<file path="src/rtl/pktgen_pkg.sv">
// -----------------------------------------------------------------------------
// pktgen_pkg
// Shared definitions for the AXI4-Stream packet generator.
//   - Stream width constants (DATA_WIDTH / KEEP_WIDTH)
//   - TDATA field bit positions and widths
//   - FSM state type
// Optional feature macro used by the users of this package: PKTGEN_TIMESTAMP_EN
// -----------------------------------------------------------------------------
package pktgen_pkg;

   localparam int DATA_WIDTH = 512;
   localparam int KEEP_WIDTH = DATA_WIDTH / 8;

   // TDATA field layout
   localparam int SEQ_LSB    = 0;
   localparam int SEQ_WIDTH  = 64;
   localparam int BEAT_LSB   = 64;
   localparam int BEAT_WIDTH = 16;
   localparam int TS_LSB     = 80;
   localparam int TS_WIDTH   = 64;

   typedef enum logic [0:0] {
      IDLE = 1'b0,
      RUN  = 1'b1
   } state_t;

endpackage : pktgen_pkg

</file>
<file path="src/rtl/pktgen_beat_former.sv">
// -----------------------------------------------------------------------------
// pktgen_beat_former
// Purely combinational packing of one stream beat.
//   [63:0]   packet sequence number
//   [79:64]  beat index within the packet
//   [143:80] timestamp on beat 0 only (PKTGEN_TIMESTAMP_EN), otherwise 0
//   all other bits 0
// Ports:
//   packet_seq  in  64          sequence number of the packet being sent
//   beat_idx    in  16          beat index within the packet
//   timestamp   in  64          latched packet timestamp (PKTGEN_TIMESTAMP_EN only)
//   tdata       out DATA_WIDTH  packed beat
// -----------------------------------------------------------------------------
module pktgen_beat_former #(
   parameter int DATA_WIDTH = 512
) (
   input  logic [63:0]           packet_seq,
   input  logic [15:0]           beat_idx,
`ifdef PKTGEN_TIMESTAMP_EN
   input  logic [63:0]           timestamp,
`endif
   output logic [DATA_WIDTH-1:0] tdata
);
   import pktgen_pkg::*;

   always_comb begin
      tdata                        = '0;
      tdata[SEQ_LSB  +: SEQ_WIDTH]  = packet_seq;
      tdata[BEAT_LSB +: BEAT_WIDTH] = beat_idx;
`ifdef PKTGEN_TIMESTAMP_EN
      // Only the first beat of a packet carries the timestamp.
      if (beat_idx == 16'd0) begin
         tdata[TS_LSB +: TS_WIDTH] = timestamp;
      end
`endif
   end

endmodule : pktgen_beat_former

</file>
<file path="src/rtl/axis_packet_gen.sv">
// -----------------------------------------------------------------------------
// axis_packet_gen
// Per-channel AXI4-Stream frame generator. A start pulse launches a run of
// packet_count fixed-length packets of PACKET_BEATS beats each, sent back to
// back with no idle cycles (other than those forced by TREADY).
// Optional feature macro: PKTGEN_TIMESTAMP_EN (adds a free-running cycle
// counter whose value is stamped into beat 0 of every packet).
// Ports:
//   clk           in   1    clock
//   resetn        in   1    synchronous, active-low reset
//   packet_count  in   64   packets to send, sampled with start in IDLE
//   start         in   1    single-cycle launch pulse
//   busy          out  1    run in progress
//   packets_sent  out  64   packets completed in current/last run
//   AXIS_TDATA    out  DATA_WIDTH  stream data
//   AXIS_TKEEP    out  DATA_WIDTH/8 all ones
//   AXIS_TLAST    out  1    last beat of a packet
//   AXIS_TVALID   out  1    stream valid
//   AXIS_TREADY   in   1    stream ready
// -----------------------------------------------------------------------------
module axis_packet_gen #(
   parameter int DATA_WIDTH   = 512,
   parameter int PACKET_BEATS = 16
) (
   input  logic                    clk,
   input  logic                    resetn,
   input  logic [63:0]             packet_count,
   input  logic                    start,
   output logic                    busy,
   output logic [63:0]             packets_sent,
   output logic [DATA_WIDTH-1:0]   AXIS_TDATA,
   output logic [DATA_WIDTH/8-1:0] AXIS_TKEEP,
   output logic                    AXIS_TLAST,
   output logic                    AXIS_TVALID,
   input  logic                    AXIS_TREADY
);
   import pktgen_pkg::*;

   localparam logic [15:0] LAST_BEAT = 16'(PACKET_BEATS - 1);

   state_t      state_q, state_d;
   logic [63:0] remaining_q, remaining_d;
   logic [63:0] packet_seq_q, packet_seq_d;
   logic [63:0] packets_sent_q, packets_sent_d;
   logic [15:0] beat_idx_q, beat_idx_d;

   logic        last_beat;
   logic        beat_fire;

   assign last_beat = (beat_idx_q == LAST_BEAT);
   // TVALID is exactly "in RUN", so a transfer only needs TREADY.
   assign beat_fire = (state_q == RUN) && AXIS_TREADY;

   // ---------------------------------------------------------------------
   // FSM next state / datapath
   // ---------------------------------------------------------------------
   always_comb begin
      state_d        = state_q;
      remaining_d    = remaining_q;
      packet_seq_d   = packet_seq_q;
      packets_sent_d = packets_sent_q;
      beat_idx_d     = beat_idx_q;

      case (state_q)
         IDLE: begin
            if (start) begin
               // Any accepted start clears the completion count, even a
               // zero-length request that never leaves IDLE.
               packets_sent_d = '0;
               if (packet_count != 64'd0) begin
                  remaining_d  = packet_count;
                  packet_seq_d = '0;
                  beat_idx_d   = '0;
                  state_d      = RUN;
               end
            end
         end
         RUN: begin
            if (beat_fire) begin
               if (last_beat) begin
                  beat_idx_d     = '0;
                  packet_seq_d   = packet_seq_q + 64'd1;
                  packets_sent_d = packets_sent_q + 64'd1;
                  remaining_d    = remaining_q - 64'd1;
                  if (remaining_q == 64'd1) begin
                     state_d = IDLE;
                  end
               end else begin
                  beat_idx_d = beat_idx_q + 16'd1;
               end
            end
         end
         default: state_d = IDLE;
      endcase
   end

   always_ff @(posedge clk) begin
      if (!resetn) begin
         state_q        <= IDLE;
         remaining_q    <= '0;
         packet_seq_q   <= '0;
         packets_sent_q <= '0;
         beat_idx_q     <= '0;
      end else begin
         state_q        <= state_d;
         remaining_q    <= remaining_d;
         packet_seq_q   <= packet_seq_d;
         packets_sent_q <= packets_sent_d;
         beat_idx_q     <= beat_idx_d;
      end
   end

`ifdef PKTGEN_TIMESTAMP_EN
   // ---------------------------------------------------------------------
   // Timestamp: latched on the edge that makes beat 0 visible, using the
   // counter's next value, so the stamp equals the counter during the first
   // cycle beat 0 is presented and stays frozen through any stall.
   // ---------------------------------------------------------------------
   logic [63:0] ts_cnt_q, ts_cnt_d;
   logic [63:0] ts_q, ts_d;

   always_comb begin
      ts_cnt_d = ts_cnt_q + 64'd1;
      ts_d     = ts_q;
      if ((state_d == RUN) && ((state_q == IDLE) || (beat_fire && last_beat))) begin
         ts_d = ts_cnt_d;
      end
   end

   always_ff @(posedge clk) begin
      if (!resetn) begin
         ts_cnt_q <= '0;
         ts_q     <= '0;
      end else begin
         ts_cnt_q <= ts_cnt_d;
         ts_q     <= ts_d;
      end
   end
`endif

   // ---------------------------------------------------------------------
   // Stream outputs. TDATA is formed from registered state only, so it is
   // inherently stable while a beat is stalled.
   // ---------------------------------------------------------------------
   pktgen_beat_former #(
      .DATA_WIDTH (DATA_WIDTH)
   ) u_beat_former (
      .packet_seq (packet_seq_q),
      .beat_idx   (beat_idx_q),
`ifdef PKTGEN_TIMESTAMP_EN
      .timestamp  (ts_q),
`endif
      .tdata      (AXIS_TDATA)
   );

   genvar gi;
   generate
      for (gi = 0; gi < DATA_WIDTH / 8; gi++) begin : g_keep
         assign AXIS_TKEEP[gi] = 1'b1;
      end
   endgenerate

   assign busy         = (state_q == RUN);
   assign AXIS_TVALID  = (state_q == RUN);
   // Gated with RUN so a one-beat configuration does not show TLAST in IDLE.
   assign AXIS_TLAST   = (state_q == RUN) && last_beat;
   assign packets_sent = packets_sent_q;

endmodule : axis_packet_gen

</file>
<file path="config.mk">
export PLATFORM = sky130hd
export DESIGN_NAME = axis_packet_gen
export DESIGN_NICKNAME = d
export VERILOG_FILES = /design/src/rtl/pktgen_pkg.sv /design/src/rtl/pktgen_beat_former.sv /design/src/rtl/axis_packet_gen.sv
export SDC_FILE = /design/constraint.sdc
export NUM_CORES = 1
export LEC_CHECK = 0
export BUFFER_PORTS_ARGS = -buffer_cell sky130_fd_sc_hd__buf_2
export CORE_AREA = 4 4 276 278
export CTS_CLUSTER_SIZE = 40
export DETAILED_ROUTE_END_ITERATION = 16
export DIE_AREA = 0 0 280 282
export PLACE_DENSITY_LB_ADDON = 0.15
export RECOVER_POWER = 25
export SETUP_SLACK_MARGIN = 0.5
export SYNTH_ARGS = -nofsm -noshare
export SYNTH_HDL_FRONTEND = slang
export SYNTH_SLANG_ARGS = --single-unit
</file>
<file path="constraint.sdc">
create_clock -name clk -period 3.6 [get_ports clk]
set_input_delay 0.72 -clock clk [delete_from_list [all_inputs] [get_ports clk]]
set_output_delay 0.72 -clock clk [all_outputs]
set_load 0.01 [all_outputs]
</file>
==> results of run 1 <==
-- critical path: stages (launching register included) --
cell and delay (ns):
dfxtp_1 0.45, nand4_2 0.20, or2_2 0.46, or4_4 0.56, or4_4 0.62, or4_1 0.42, a21oi_1 0.15
-- path summary, 6_finish.rpt --
kind | slack [ns] | end | start
worst max-delay path | 0.67 | packet_seq_q[58] | packet_seq_q[6]
worst min-delay path | 0.45 | remaining_q[44] | packet_count[44]
worst max register to register | 0.67 | packet_seq_q[58] | packet_seq_q[6]
worst min register to register | 0.47 | remaining_q[1] | remaining_q[1]
-- layer usage --
metal,share of wire,global-route usage,up-vias
met3,0.062,0.0217,69
met2,0.48,0.215,488
li1,-,-,6726
met5,0.00022,0,-
met4,0.017,0.0281,2
met1,0.44,0.173,6791
-- cells in the final DEF (no fill, tap or decap), types with 62 or more instances in the layout --
| cell | n |
|---|---|
| conb_1 | 496 |
| clkbuf_1 | 93 |
| o21ai_0 | 75 |
| nor2_1 | 113 |
| dfxtp_1 | 208 |
| a21oi_1 | 151 |
| nand3_1 | 62 |
| buf_2 | 125 |
| buf_4 | 62 |
| nand4_1 | 81 |
| or4_1 | 63 |
| nand2_1 | 125 |
-- per-stage QoR --
stage               cell area, um^2  worst slack, ns
floorplan                     17300            0.728
global placement              16100          -0.0823
finish                        17200            0.667
CTS                           17300            0.545
global route                  17200            0.505
detailed placement            16100          -0.0665
-- cells by family (layout without fill, tap and decap cells) --
| family | count (synthesis) | after routing | share of synthesized area |
|---|---|---|---|
| compound gates | 401 | 401 | 0.160 |
| xor+xnor | 47 | 47 | 0.0267 |
| fa+ha+maj | 5 | 5 | 0.00406 |
| buf+inv | 621 | 366 | 0.274 |
| flops | 209 | 209 | 0.272 |
| mux | 12 | 12 | 0.00796 |
| other cells | 2 | 498 | 0.000488 |
| simple gates | 711 | 711 | 0.255 |
-- area by class of cell --
| cell class | instances | share of cell area |
|---|---|---|
| tap | 969 | 0.0706 |
| inverter | 25 | 0.00546 |
| clock inverter | 14 | 0.0148 |
| clock buffer | 42 | 0.0516 |
| multi-input combinational | 1672 | 0.520 |
| timing repair buffer | 285 | 0.0935 |
| sequential | 209 | 0.244 |
| antenna | 2 | 0.000291 |
-- report_power, final --
part | total [mW] | switching (mW) | leakage, nW | internal (mW)
clock network | 3.43 | 1.22 | 0.556 | 2.21
logic | 1.11 | 0.814 | 4.39 | 0.293
registers | 2.43 | 0.0637 | 1.69 | 2.37
-- sequential cells by signal (all words and copies together) (netlist names) --
name          flops
packet_seq_q     64
remaining_q      64
AXIS_TVALID       1
packets_sent     64
beat_idx_q       16
-- timing repair --
action / 4_1_cts / 5_1_grt
buffers inserted: 0 / 1
resized for setup: 2 / 5
cloned: 0 / 0
setup endpoints to repair: 4 / 51
==> impl_metrics.py, run 1 <==
metrics = {
    "yosys": {
        "ys_ff_latch": 209,
        "syn_area_mm2": 0.0154,
        "ys_seq_area_frac": 0.272,
        "synth_cell_types": 73,
        "ys_top_cells_by_area": "dfxtp_1, buf_4, a21oi_1",
        "ys.flop_type": "dfxtp_1",
        "syn_inst": 2008,
        "synth_area_leader_cell": "dfxtp_1",
        "synth-edff-count": 0,
        "synthArstFlopShare": 0,
        "synth_common_cells": "buf_4, dfxtp_1, a21oi_1",
        "yosysWarnings": 0,
        "yosysMostFrequentCell": "buf_4",
        "synth_area_per_cell_um2": 7.67,
        "netlist.area_leader.share": 0.272,
    },
    "pwr": {
        "finalPower_mw": 6.97,
        "power_density_mw_per_mm2": 406,
        "leakage_nw": 6.64,
        "peakVddDrop_mv": 0.417,
    },
    "clock_tree": {
        "cts_buffers": 30,
        "htree_levels": 1,
        "hold_buffers": 0,
        "ctsRootBufferMaster": "clkbuf_16",
        "cts_tree": "yes",
        "clock_sinks": 209,
        "clkTransAtPathRegs_ns": 0.06,
        "clk_latency_ns": 0.57,
        "clockBufferDepth": 3,
    },
    "final_layout": {
        "nNetsFinal": 2296,
        "seq_area_mm2": 0.00419,
        "fin_util": 0.232,
        "drive_gt1_frac": 0.128,
        "instances_no_fill": 3218,
        "syn_to_final_growth_pct": 11.5,
        "fillers": 8349,
        "multi_input_area_mm2": 0.00893,
    },
    "sta": {
        "tightest_slew_ns": 0.986,
        "post-route-min-period_ns": 2.93,
        "rsz0062_at_grt": "false",
        "clock.fmax_mhz": 341,
        "finalCritPeriodShare": 0.815,
        "final-max-slew-violation-count": 0,
        "finalSetupViolations": 0,
        "fin_tns_setup_ns": 0,
        "slew_headroom": 0.340,
        "hold_violations": 0,
        "clock_skew_ns": 0.0201,
        "holdWs_ns": 0.449,
    },
    "setup_path": {
        "cp-end-kind": "flip-flop",
        "worstPathMaxFanout": 14,
        "critPathLaunchType": "flip-flop",
        "cp_data_arrival_time_ns": 3.43,
        "crit_type": "flip-flop to flip-flop",
        "r2r_cells": 6,
        "critPathRequiredTime_ns": 4.09,
    },
    "grt": {
        "grt_pass1_wl_um": 81000,
        "grt_max_degree": 72,
        "antenna_found_initial": 4,
        "grt_pass1_vias": 12800,
        "grt_usage": 0.128,
        "grt.overflow.total": 0,
    },
    "route": {
        "dr.pass1.iters": 5,
        "drt_wl_total_um": 55200,
        "wire_per_inst_um": 17.1,
        "via_count": 14100,
        "via_per_inst": 4.37,
        "drcViolationCount": 0,
        "drtIter0Drc": 950,
        "antenna_left": 0,
    },
    "placed_design": {
        "placed_cells": 3159,
        "io_buffer_count": 214,
        "gp_congestion": 0.828,
        "place.detailed.hpwl_um": 41700,
    },
    "hold_path": {
        "hold_path_depth": 3,
        "hp-class": "input port to flip-flop",
    },
    "run_status": {
        "status": "finished clean",
    },
    "floorplanning": {
        "start_util": 0.208,
        "top_level_ports": 711,
        "die_area_mm2": 0.0790,
        "core_region_area_mm2": 0.0739,
        "rows": 100,
        "fp.dieW_um": 280,
        "die_h_um": 282,
    },
    "job": {
        "max_cap_viol_count": 0,
    },
}
Power figures use the tool's default switching activity.
==> run 2: changes to the inputs <==
Clock period 3.6 ns to 2.7 ns, I/O delays scaled along.
==> run 2 against run 1 <==
  * Setup slack lost 0.52 ns
  * Cell area grew 27%
  * First-iteration DRC count shrank 8.6%
==> impl_metrics.py, run 2 (synthesis results as in run 1) <==
metrics = {
    "setup_path": {
        "critPathLaunchType": "flip-flop",
        "crit_path_frequent_cell": "or4_4",
        "path_buf_inv": 1,
        "cp_data_arrival_time_ns": 3.05,
        "cp_top_family": "simple AND/OR/NAND/NOR gates",
        "cp_slowest_stage_delay_ns": 0.56,
        "crit_type": "flip-flop to flip-flop",
        "cp-end-kind": "flip-flop",
        "crit_chain": "and4_4, nand3_4, or4_4, or4_4, buf_6, or3_1, a21oi_1",
        "worstPathMaxFanout": 6,
        "critPathRequiredTime_ns": 3.20,
        "crit_path_top_delay_cell": "or4_4",
    },
    "grt": {
        "grt_usage": 0.143,
        "grt_pass1_wl_um": 89500,
        "grt_pass1_vias": 14300,
        "grt_max_degree": 101,
        "grt.overflow.total": 0,
        "antenna_found_initial": 2,
    },
    "sta": {
        "rsz0062_at_grt": "true",
        "finalSetupViolations": 0,
        "tightest_slew_ns": 0.657,
        "hold_violations": 0,
        "slew_headroom": 0.561,
        "finalCritPeriodShare": 0.945,
        "clock.fmax_mhz": 392,
        "final-max-slew-violation-count": 0,
        "clock_skew_ns": 0.0158,
        "fin_tns_setup_ns": 0,
        "post-route-min-period_ns": 2.55,
    },
    "floorplanning": {
        "die_area_mm2": 0.0790,
        "fp.dieW_um": 280,
        "rows": 100,
        "die_h_um": 282,
        "core_region_area_mm2": 0.0739,
        "start_util": 0.208,
        "top_level_ports": 711,
    },
    "final_layout": {
        "syn_to_final_growth_pct": 41.6,
        "multi_input_area_mm2": 0.0104,
        "fillers": 8012,
        "drive_gt1_frac": 0.327,
        "fin_util": 0.295,
        "final_cell_mix": "conb_1, buf_4, dfxtp_1",
        "seq_area_mm2": 0.00425,
        "final_common_cell": "conb_1",
        "nNetsFinal": 2565,
    },
    "clock_tree": {
        "cts_buffers": 31,
        "hold_buffers": 0,
        "clkTransAtPathRegs_ns": 0.05,
        "ctsRootBufferMaster": "clkbuf_16",
        "htree_levels": 1,
        "clk_latency_ns": 0.58,
        "cts_tree": "yes",
        "clock_sinks": 209,
        "clockBufferDepth": 3,
    },
    "placed_design": {
        "gp_congestion": 0.813,
        "io_buffer_count": 214,
        "place.detailed.hpwl_um": 42500,
    },
    "route": {
        "top_layer": "met5",
        "dr_wl_met3_um": 3300,
        "antenna_left": 0,
        "wl_met1_um": 27100,
        "wire_per_inst_um": 18.1,
        "dr.pass1.iters": 5,
        "drt_wl_total_um": 63000,
        "via_count": 15400,
        "drtIter0Drc": 868,
        "dr_wl_met2_um": 31400,
        "drcViolationCount": 0,
        "via_per_inst": 4.41,
    },
    "pwr": {
        "power_density_mw_per_mm2": 436,
        "pwr-share-clk": 0.425,
        "pwr-share-seq": 0.341,
        "leakage_nw": 8.86,
        "combPwrFrac": 0.234,
        "p_sw_mw": 3.08,
        "switching_share": 0.324,
        "internal_power_mw": 6.43,
        "peakVddDrop_mv": 0.426,
    },
    "hold_path": {
        "hp-class": "input port to flip-flop",
    },
    "run_status": {
        "status": "finished clean",
    },
    "job": {
        "max_cap_viol_count": 0,
    },
}
## run 2: cell types whose count changed in the layout (fill, tap and decap cells not counted), moves of 19 or more
cell / change
or4_1: -20
buf_16: +28
a21oi_2: +51
or4_4: +20
a21oi_1: -57
o21ai_2: +30
buf_4: +156
buf_6: +48
o21ai_0: -51
dfxtp_1: -22
nor4_1: -26
buf_12: +23
o31ai_1: -21
buf_2: +19
## run 2: worst min-delay path, cell delays in order
cell and delay [ns]:
buf_2 0.10, buf_4 0.10, a21oi_1 0.05, o21ai_1 0.10
## run 2: through the flow
step	power, mW	setup WS (ns)	instances	hold WS [ns]	cell area (um^2)
finish	9.51	0.150	3484	0.363	21800
global route	9.93	0.0620	3483	0.349	21800
CTS	9.49	0.205	3458	0.322	20900
detailed placement	4.92	-0.535	3292	0.467	17400
global placement	4.92	-0.546	3292	0.463	17400
floorplan	4.82	0.245	2502	0.445	17600
## run 2: final cells by class
type	count	share of cell area
diodes	1	0.000115
clock buffers	47	0.0420
clock inverters	8	0.00350
inverters	25	0.00430
repair buffers	553	0.221
multi-input cells	1672	0.478
well taps	969	0.0556
flip-flops and latches	209	0.195
## run 2: path summary, 6_finish.rpt
| kind | end | slack (ns) | cells past startpoint | from |
|---|---|---|---|---|
| max | packet_seq_q[52] | 0.15 | 7 | packet_seq_q[21] |
| min | remaining_q[11] | 0.36 | 4 | packet_count[11] |
| max reg2reg | packet_seq_q[52] | 0.15 | 7 | packet_seq_q[21] |
| min reg2reg | remaining_q[20] | 0.47 | 2 | remaining_q[20] |
## run 2: power groups by stage
stage	sequential (mW)	combinational, mW	clock (mW)
after floorplan	3.29	1.54	0
after global placement	3.30	1.62	0
after detailed placement	3.30	1.62	0
after CTS	3.23	2.07	4.18
after global routing	3.25	2.39	4.28
final	3.24	2.22	4.04
## run 2: routing by layer
metal / up-vias / global-route usage
met2: 489 / 0.252
met4: 2 / 0.0333
li1: 7275 / -
met3: 61 / 0.0225
met1: 7527 / 0.185
met5: - / 0
## run 2: what timing repair did
action	4_1_cts	5_1_grt
endpoints found under the setup margin	177	203
buffers inserted	81	21
resized for setup	280	189
pin swaps	189	109
hold endpoints to repair	0	0
gates cloned	30	4
==> run 3: changes to the inputs <==
--- a/constraint.sdc
+++ b/constraint.sdc
@@ -3,2 +3,2 @@
 set_output_delay 0.54 -clock clk [all_outputs]
-set_load 0.01 [all_outputs]
+set_load 0.1 [all_outputs]
==> run 3 against run 2 <==
  * Combinational power up 120%
  * Clock power grew 3%
  * Sequential power is 2% lower
  * Routed wire length rose by 0.37%
  * Global-route usage is 0.10 points lower
  * Largest cell class unchanged
==> impl_metrics.py, run 3 (synthesis results as in run 1) <==
metrics = {
    "pwr": {
        "pwr-share-clk": 0.338,
        "switching_share": 0.471,
        "leakage_nw": 8.79,
        "finalPower_mw": 12.3,
        "pwr-share-seq": 0.259,
        "power_density_mw_per_mm2": 558,
        "peakVddDrop_mv": 0.514,
        "p_sw_mw": 5.79,
        "internal_power_mw": 6.49,
        "combPwrFrac": 0.403,
    },
    "placed_design": {
        "place.detailed.hpwl_um": 43800,
        "place_area_mm2": 0.0179,
        "io_buffer_count": 214,
        "gp_congestion": 0.792,
        "placed_cells": 3297,
    },
    "setup_path": {
        "worstPathMaxFanout": 5,
        "cp_slowest_stage_delay_ns": 0.56,
        "cp-end-kind": "flip-flop",
        "crit_path_frequent_cell": "or4_4",
        "critPathRequiredTime_ns": 3.21,
        "critPathLaunchType": "flip-flop",
        "crit_chain": "and4_4, nand3_2, or4_4, or4_4, buf_6, or4_1, a21oi_2",
        "cp_data_arrival_time_ns": 3.03,
        "crit_path_top_delay_cell": "or4_4",
        "path_buf_inv": 1,
        "cp_top_family": "simple AND/OR/NAND/NOR gates",
        "crit_type": "flip-flop to flip-flop",
    },
    "floorplanning": {
        "fp.dieW_um": 280,
        "rows": 100,
        "top_level_ports": 711,
        "die_area_mm2": 0.0790,
        "start_util": 0.208,
        "die_h_um": 282,
        "core_region_area_mm2": 0.0739,
    },
    "clock_tree": {
        "clkTransAtPathRegs_ns": 0.06,
        "ctsRootBufferMaster": "clkbuf_16",
        "clk_latency_ns": 0.57,
        "cts_buffers": 30,
        "clock_sinks": 209,
        "cts_tree": "yes",
        "hold_buffers": 0,
        "clockBufferDepth": 3,
        "htree_levels": 1,
    },
    "sta": {
        "clock.fmax_mhz": 396,
        "post-route-min-period_ns": 2.53,
        "clock_skew_ns": 0.0127,
        "finalSetupViolations": 0,
        "holdWs_ns": 0.266,
        "fin_tns_setup_ns": 0,
        "slew_headroom": 0.178,
        "final-max-slew-violation-count": 0,
        "finalCritPeriodShare": 0.936,
        "tightest_slew_ns": 1.24,
        "rsz0062_at_grt": "true",
        "hold_violations": 0,
    },
    "route": {
        "via_count": 15400,
        "dr.pass1.iters": 7,
        "antenna_left": 0,
        "via_per_inst": 4.42,
        "drt_wl_total_um": 63200,
        "drcViolationCount": 0,
        "wire_per_inst_um": 18.1,
        "drtIter0Drc": 848,
    },
    "final_layout": {
        "final_cell_mix": "conb_1, buf_4, nand2_1",
        "multi_input_area_mm2": 0.0104,
        "drive_gt1_frac": 0.357,
        "final_cell_area_mm2": 0.0220,
        "insertedDiodeCount": 0,
        "instances_no_fill": 3488,
        "fillers": 7951,
        "seq_area_mm2": 0.00453,
        "final_common_cell": "conb_1",
        "syn_to_final_growth_pct": 42.9,
        "nNetsFinal": 2568,
    },
    "job": {
        "max_cap_viol_count": 0,
    },
    "grt": {
        "grt_pass1_vias": 14300,
        "grt.overflow.total": 0,
        "grt_pass1_wl_um": 89400,
        "antenna_found_initial": 1,
        "grt_usage": 0.142,
        "grt_max_degree": 99,
    },
    "run_status": {
        "status": "finished clean",
    },
    "hold_path": {
        "hp-class": "input port to flip-flop",
    },
}
## run 3: through the flow
| stage | setup slack (ns) | util |
|---|---|---|
| finish | 0.173 | 0.298 |
| global route | 0.101 | 0.298 |
| CTS | 0.150 | 0.279 |
| detailed placement | -0.807 | 0.242 |
| global placement | -0.795 | 0.242 |
| floorplan | -0.000612 | - |
## run 3: power groups by stage
stage	Clock, mW	Sequential, mW	Combinational [mW]
finish	4.15	3.18	4.94
global route	4.42	3.20	5.11
CTS	4.31	3.17	4.66
detailed placement	0	3.24	4.39
global placement	0	3.24	4.39
floorplan	0	3.25	4.30
## run 3: worst paths after layout
check,startpoint,endpoint,slack [ns],cells after the start
max,packet_seq_q[21],packet_seq_q[62],0.17,7
min,packet_count[23],remaining_q[23],0.27,3
max reg2reg,packet_seq_q[21],packet_seq_q[62],0.17,7
min reg2reg,remaining_q[1],remaining_q[1],0.47,2
## run 3: layout make-up
class | count | share of cell area
clock buffer | 41 | 0.0383
tap | 969 | 0.0551
timing repair buffer | 557 | 0.216
inverter | 25 | 0.00426
multi-input combinational | 1672 | 0.473
sequential | 209 | 0.206
clock inverter | 15 | 0.00790
## run 3: per-layer routing
layer | vias to the layer above | global-route usage | wire length, um
li1 | 7272 | - | -
met1 | 7521 | 0.188 | 27300
met2 | 555 | 0.243 | 31000
met3 | 68 | 0.0262 | 3880
met4 | 0 | 0.0320 | 1080
met5 | - | 0 | 0
## run 3: timing repair
item / 4_1_cts / 5_1_grt
cloned: 18 / 11
pin swaps: 95 / 97
gates resized for setup: 159 / 220
buffers inserted: 72 / 34
endpoints found under the setup margin: 210 / 199
## run 3: worst reg2reg max path, stage by stage, from the launching register on
cell,delay (ns)
dfxtp_4,0.35
and4_4,0.24
nand3_2,0.08
or4_4,0.56
or4_4,0.54
buf_6,0.15
or4_1,0.41
a21oi_2,0.13
